`config.mk`:
```
export PLATFORM = sky130hd
export DESIGN_NAME = key_bounce_gen
export DESIGN_NICKNAME = d
export VERILOG_FILES = /design/src/rtl/key_bounce_gen_pkg.sv /design/src/rtl/key_bounce_gen_lfsr16.sv /design/src/rtl/key_bounce_gen.sv
export SDC_FILE = /design/constraint.sdc
export NUM_CORES = 1
export LEC_CHECK = 0
export ABC_CLOCK_PERIOD_IN_PS = 7000
export CAP_MARGIN = 10
export CORE_UTILIZATION = 40
export DETAILED_ROUTE_END_ITERATION = 6
export PLACE_DENSITY = 0.58
export SLEW_MARGIN = 20
export SYNTH_ARGS = -nofsm -noshare
export SYNTH_HDL_FRONTEND = slang
export SYNTH_SLANG_ARGS = --single-unit
```
`constraint.sdc`:
```
create_clock -name clk -period 7 [get_ports clk]
set_input_delay 2.1 -clock clk [delete_from_list [all_inputs] [get_ports clk]]
set_output_delay 2.1 -clock clk [all_outputs]
set_load 0.02 [all_outputs]
```
`src/rtl/key_bounce_gen_pkg.sv`:
```
// Shared encodings for the key bounce generator: one-hot FSM states and LFSR taps.
package key_bounce_gen_pkg;

    typedef enum logic [3:0] {
        IDLE   = 4'b0001,
        BOUNCE = 4'b0010,
        SETTLE = 4'b0100,
        DONE   = 4'b1000
    } state_t;

    // Fibonacci taps 16,14,13,11 -> bits 15,13,12,10
    localparam logic [15:0] LFSR_TAPS = 16'hB400;

endpackage

```
`src/rtl/key_bounce_gen_lfsr16.sv`:
```
// Free-running 16-bit Fibonacci LFSR; reloads its seed while reset is held.
module lfsr16
    import key_bounce_gen_pkg::*;
(
    input  logic        clk,
    input  logic        rst_n,
    input  logic [15:0] seed,
    output logic [15:0] q
);

    logic fb;

    assign fb = ^(q & LFSR_TAPS);

    always_ff @(posedge clk or negedge rst_n) begin
        if (!rst_n) q <= seed;
        else        q <= {q[14:0], fb};
    end

endmodule

```
`src/rtl/key_bounce_gen.sv`:
```
// Emulates a bouncing active-low mechanical key: press/release commands become
// a random-glitch window followed by a stable settle period and a done pulse.
module key_bounce_gen
    import key_bounce_gen_pkg::*;
#(
    parameter int unsigned BOUNCE_LEN = 250000,
    parameter int unsigned SETTLE_LEN = 50000,
    parameter int unsigned GLITCH_W   = 12,
    parameter logic [15:0] SEED       = 16'hACE1
) (
    input  logic clk,
    input  logic rst_n,
    input  logic cmd_valid,
    input  logic cmd_press,
    output logic cmd_ready,
    output logic key_out,
    output logic busy,
    output logic done
);

    localparam logic [19:0] BOUNCE_LAST = 20'(BOUNCE_LEN - 1);
    localparam logic [19:0] SETTLE_LAST = 20'(SETTLE_LEN - 1);

    state_t              state, state_nxt;
    logic                target, target_nxt;
    logic                key_nxt;
    logic [19:0]         window_cnt, window_nxt;
    logic [19:0]         settle_cnt, settle_nxt;
    logic [GLITCH_W-1:0] glitch_cnt, glitch_nxt;
    logic [GLITCH_W-1:0] glitch_load;
    logic [15:0]         lfsr_q;
    logic                lfsr_unused;

    lfsr16 u_lfsr (
        .clk   (clk),
        .rst_n (rst_n),
        .seed  (SEED),
        .q     (lfsr_q)
    );

    // Only the low GLITCH_W bits set pulse widths; a zero draw becomes 1.
    assign lfsr_unused = ^lfsr_q;
    assign glitch_load = (lfsr_q[GLITCH_W-1:0] == '0) ? GLITCH_W'(1)
                                                      : lfsr_q[GLITCH_W-1:0];

    assign cmd_ready = (state == IDLE);
    assign busy      = (state != IDLE);
    assign done      = (state == DONE);

    always_comb begin
        state_nxt  = state;
        target_nxt = target;
        key_nxt    = key_out;
        window_nxt = window_cnt;
        settle_nxt = settle_cnt;
        glitch_nxt = glitch_cnt;
        case (state)
            IDLE: begin
                if (cmd_valid) begin
                    target_nxt = ~cmd_press;
                    if (~cmd_press != key_out) begin
                        state_nxt  = BOUNCE;
                        key_nxt    = ~key_out;
                        window_nxt = '0;
                        glitch_nxt = glitch_load;
                    end else begin
                        state_nxt  = DONE;
                    end
                end
            end
            BOUNCE: begin
                window_nxt = window_cnt + 20'd1;
                // End of window wins over a glitch toggle on the same cycle
                if (window_cnt == BOUNCE_LAST) begin
                    key_nxt    = target;
                    settle_nxt = '0;
                    state_nxt  = SETTLE;
                end else if (glitch_cnt == GLITCH_W'(1)) begin
                    key_nxt    = ~key_out;
                    glitch_nxt = glitch_load;
                end else begin
                    glitch_nxt = glitch_cnt - GLITCH_W'(1);
                end
            end
            SETTLE: begin
                key_nxt    = target;
                settle_nxt = settle_cnt + 20'd1;
                if (settle_cnt == SETTLE_LAST) state_nxt = DONE;
            end
            DONE:    state_nxt = IDLE;
            default: state_nxt = IDLE;
        endcase
    end

    always_ff @(posedge clk or negedge rst_n) begin
        if (!rst_n) begin
            state      <= IDLE;
            target     <= 1'b1;
            key_out    <= 1'b1;
            window_cnt <= '0;
            settle_cnt <= '0;
            glitch_cnt <= '0;
        end else begin
            state      <= state_nxt;
            target     <= target_nxt;
            key_out    <= key_nxt;
            window_cnt <= window_nxt;
            settle_cnt <= settle_nxt;
            glitch_cnt <= glitch_nxt;
        end
    end

endmodule

```
-- Yosys cells after proc, flatten, opt, wreduce, memory -nomap -nowiden
Cells that the tools add are included.
Widths: inputs -> output; s select.
- add/sub/neg operators: 3
- eq/ne operators: 15
- muxes and demuxes: 21
- bitwise operators: 2
- reduce and logical (&&, ||, !) cells: 11
- operators by type and width (cell ; count):
    $pmux 20 s2 ; 2
    $mux 12 ; 5
    $mux 20 ; 3
    $add 20x1->20 const B ; 2
    $pmux 12 s2 ; 1
    $eq 20x16->1 const B ; 1
    $eq 20x18->1 const B ; 1
    $mux 4 ; 4
    $reduce_xor 16->1 ; 1
    $eq 12x1->1 const B ; 1
    $logic_not 12->1 ; 1
    $pmux 4 s3 ; 1
    $sub 12x1->12 const B ; 1
    $ne 2x2->1 const B ; 4
    $reduce_and 4->1 ; 2
    $reduce_and 3->1 ; 2
    $eq 4x1->1 const B ; 1
    $eq 4x2->1 const B ; 1
    $eq 4x3->1 const B ; 1
    $eq 4x4->1 const B ; 1
    $mux 1 ; 4
    $ne 4x1->1 const B ; 1
    $reduce_and 2->1 ; 2
    $reduce_bool 2->1 ; 2
    6 further kinds ; 7
- register bits after elaboration: 74
- input bits: 4
- output and inout bits: 4
- word-level logic and storage cells: 59

-- Logic depth before layout (Yosys ltp)
- depth after elaboration: 5
- mapped depth: 8
- depth with buffers taken out: 7

-- Worst setup path after synthesis
OpenSTA, ideal clock, no wires.
- path type: register to output
- start point: register state[0]
- end point: output port busy
- arrival: 1.565 ns
- data required time: 4.900 ns
- slack: 3.335 ns
- cell stages (with the launch flop): 4
- buffers on the path: 1
- cell sequence: dfstp_2 > buf_6 > nor4b_2 > inv_1
- cells in the longest elaborated chain, start to end: 1
- RTL lines (item ; RTL line ; source):
    start: declaration ; key_bounce_gen.sv:24 ; state_t state, state_nxt;
    start signal: assignment ; key_bounce_gen.sv:104 ; state <= state_nxt;
    $ne 4x1->1 ; key_bounce_gen.sv:47 ; assign busy = (state != IDLE);
    end: declaration ; key_bounce_gen.sv:17 ; output logic busy,
Every way passes these cells.

-- Final worst setup path
Ends and elaborated chain as after synthesis.

==> results.sh <==
export IMPL_status="completed"
export IMPL_vdd_ir_drop_max_v=0.000137
export IMPL_max_clock_path_buffers=2
export IMPL_core_area_um2=8890
export IMPL_cts_sinks=74
export IMPL_syn_nets=384
export IMPL_p_leak_nw=1.65
export IMPL_switching_share=0.320
export IMPL_p_sw_w=0.000382
export IMPL_required_ns=4.90
export IMPL_io_buffers=7
export IMPL_cts_tree="built"
export IMPL_drc_errors=0
export IMPL_grt_pass1_vias=2750
export IMPL_crit_fanout=8
export IMPL_insertion_delay_ns=0.34
export IMPL_dpl_instance_area_um2=3850
export IMPL_die_h_um=98.6
export IMPL_cp_start_kind="register"
export IMPL_design_area_um2=4080
export IMPL_synth_seq_cells=74
export IMPL_hpwlAfterDp_mm=4.94
export IMPL_boundaryPins=8
export IMPL_seqPwrFrac=0.430
export IMPL_tightest_slew_ns=0.931
export IMPL_clkTransAtPathRegs_ns=0.07
export IMPL_syn_area_um2=3730
export IMPL_synth_area_top_cells="dfrtp_1 (42%), dfstp_2 (7.7%), xnor2_1 (4.5%), nor2_1 (3.8%), nand2_1 (3.0%)"
export IMPL_tns_ns=0
export IMPL_totalWireLength_mm=7.62
export IMPL_die_area_um2=9720
export IMPL_pwr_share_clk=0.315
export IMPL_syn_mean_instance_area_um2=9.93
export IMPL_whs_ns=0.355
export IMPL_yosysWarnings=0
export IMPL_drt_iter0_drc=136
export IMPL_vias_per_cell=5.74
export IMPL_finalClockSkew_ns=0.0112
export IMPL_synth_commonest_cells="dfrtp_1 (63), nor2_1 (38), nand2_1 (30)"
export IMPL_rsz0062_at_grt="false"
export IMPL_hold_viol=0
export IMPL_r2r_setup_slack_ns=4.01
export IMPL_arrival_ns=2.17
export IMPL_start_util=0.420
export IMPL_r2r_cells=7
export IMPL_drv_cap=0
export IMPL_row_count=34
export IMPL_powerDensity_nw_per_um2=292
export IMPL_hold_class="reg2reg"
export IMPL_cts_buffers_inserted=9
export IMPL_grt_overflow=0
export IMPL_grt_max_degree=75
export IMPL_fp_dieW_um=98.6
export IMPL_h_tree_depth=3
export IMPL_ant_nets=0
export IMPL_hold_depth=0
export IMPL_synth_edf_count=0
export IMPL_r2r_end="glitch_cnt[0]"
export IMPL_seq_area_frac_synth=0.500
export IMPL_min_from="u_lfsr.q[14]"
export IMPL_pwr_share_comb=0.255
export IMPL_grt_antenna_before_repair=0
export IMPL_r2r_start="window_cnt[0]"
export IMPL_first_pass_iters=6
export IMPL_fin_nets=385
export IMPL_wl_per_cell_um=15.5
export IMPL_n_antenna_cell=0
export IMPL_cts_hold_buf=0
export IMPL_grt_pass1_wl_mm=13.7
export IMPL_drv_slew=0
export IMPL_slew_headroom=0.379
export IMPL_synth_cell_type_count=54
export IMPL_syn_to_final_growth_pct=9.38
export IMPL_finalSetupViolCount=0
export IMPL_synthCells=376
export IMPL_gp_congestion=0.797
export IMPL_fmax_mhz=234
export IMPL_final_min_clock_period_ns=4.27
export IMPL_holdPathEnd="u_lfsr.q[15]"
export IMPL_synthFlopType="dfrtp_1"
export IMPL_drive_gt1_frac=0.102
export IMPL_fin_crit_sh=0.610
export IMPL_vias=2812
export IMPL_worstSetupEndpointType="output port"
export IMPL_crit_type="reg2out"
export IMPL_cts_resized=0
export IMPL_synth_area_leader_cell="dfrtp_1"
export IMPL_synth_most_common_cell="dfrtp_1"
export IMPL_cts_setup_buffers=0
export IMPL_async_reset_ff_frac=1.00
export IMPL_grt_usage=0.174
export IMPL_internal_power_w=0.000811
export IMPL_root_buffer="clkbuf_8"
export IMPL_synth_top_area_share=0.422
cell usage in the layout, fill, tap and decap left out, types with 4 or more instances in the layout:
| master | instances |
|---|---|
| xnor2_1 | 19 |
| nand4_1 | 12 |
| inv_1 | 9 |
| clkbuf_8 | 11 |
| nor2_1 | 38 |
| nor4b_1 | 7 |
| dfstp_2 | 11 |
| nand3_1 | 21 |
| nor3_1 | 18 |
| o2bb2ai_1 | 9 |
| nand2_1 | 30 |
| mux2i_1 | 9 |
| a22oi_1 | 5 |
| a31oi_1 | 7 |
| a21oi_1 | 10 |
| o21ai_0 | 13 |
| o22ai_1 | 6 |
| nor4_1 | 15 |
| dfrtp_1 | 63 |
| ha_1 | 4 |
| clkdlybuf4s50_1 | 6 |
worst max-delay path, cell delays in order, from the launching register on:
cell and delay, ns:
dfstp_2 0.61, nor4b_2 0.45, inv_1 0.20, clkdlybuf4s50_1 0.58
layer usage:
| layer | vias up | track usage | wire, um |
|---|---|---|---|
| met5 | - | 0 | 0 |
| met4 | 0 | 0.0471 | 66 |
| met3 | 5 | 0.0397 | 184 |
| met2 | 31 | 0.256 | 3320 |
| met1 | 1375 | 0.257 | 4050 |
| li1 | 1401 | - | - |
cell families (layout without fill, tap and decap cells):
logic type / Yosys count / after routing / share of synthesized area
muxes: 11 / 11 / 0.0302
adders and majority gates: 4 / 4 / 0.0134
AOI/OAI and AO/OA: 72 / 72 / 0.133
buffers and inverters: 28 / 34 / 0.0349
and+or+nand+nor: 165 / 165 / 0.238
DFF: 74 / 74 / 0.500
xor gates and xnor gates: 22 / 22 / 0.0516
flip-flops by register name (all words and copies together) (netlist names):
name and flops:
settle_cnt 20, window_cnt 20, u_lfsr.q 16, glitch_cnt 12
state 4, key_out 1, target 1
final cells by class:
cell class / instances / area [um2]
clock inverters: 4 / 73.8
clock buffers: 12 / 155
multi-input cells: 274 / 1740
fillers: 831 / 4810
inverters: 9 / 33.8
well taps: 108 / 135
repair buffers: 9 / 82.6
flip-flops and latches: 74 / 1870
power groups by stage:
stage	combinational, W	clock (W)	sequential, W
after floorplan	0.000229	0	0.000508
after global placement	0.000303	0	0.000520
after detailed placement	0.000305	0	0.000518
after CTS	0.000305	0.000389	0.000511
after global routing	0.000340	0.000405	0.000520
final	0.000304	0.000376	0.000512
how the worst max path moves through the flow:
stage	from	endpoint	slack [ns]	cells past startpoint
after floorplan	state[0]	busy	3.34	3
after detailed placement	cmd_press	glitch_cnt[0]	2.62	7
after CTS	state[0]	busy	2.72	3
after global routing	state[0]	busy	2.58	3
after global placement	cmd_press	glitch_cnt[0]	2.66	7
final	state[0]	busy	2.73	3
metrics by stage:
step | setup slack (ns) | cells | utilization | total power (W)
6_report | 2.73 | 490 | 0.459 | 0.00119
5_1_grt | 2.58 | 490 | 0.459 | 0.00127
4_1_cts | 2.72 | 490 | 0.459 | 0.00121
3_5_place_dp | 2.62 | 474 | 0.434 | 0.000823
3_3_place_gp | 2.66 | 474 | 0.434 | 0.000823
2_1_floorplan | 3.34 | 376 | - | 0.000737
Note: power is estimated with default switching activity, not from simulation.
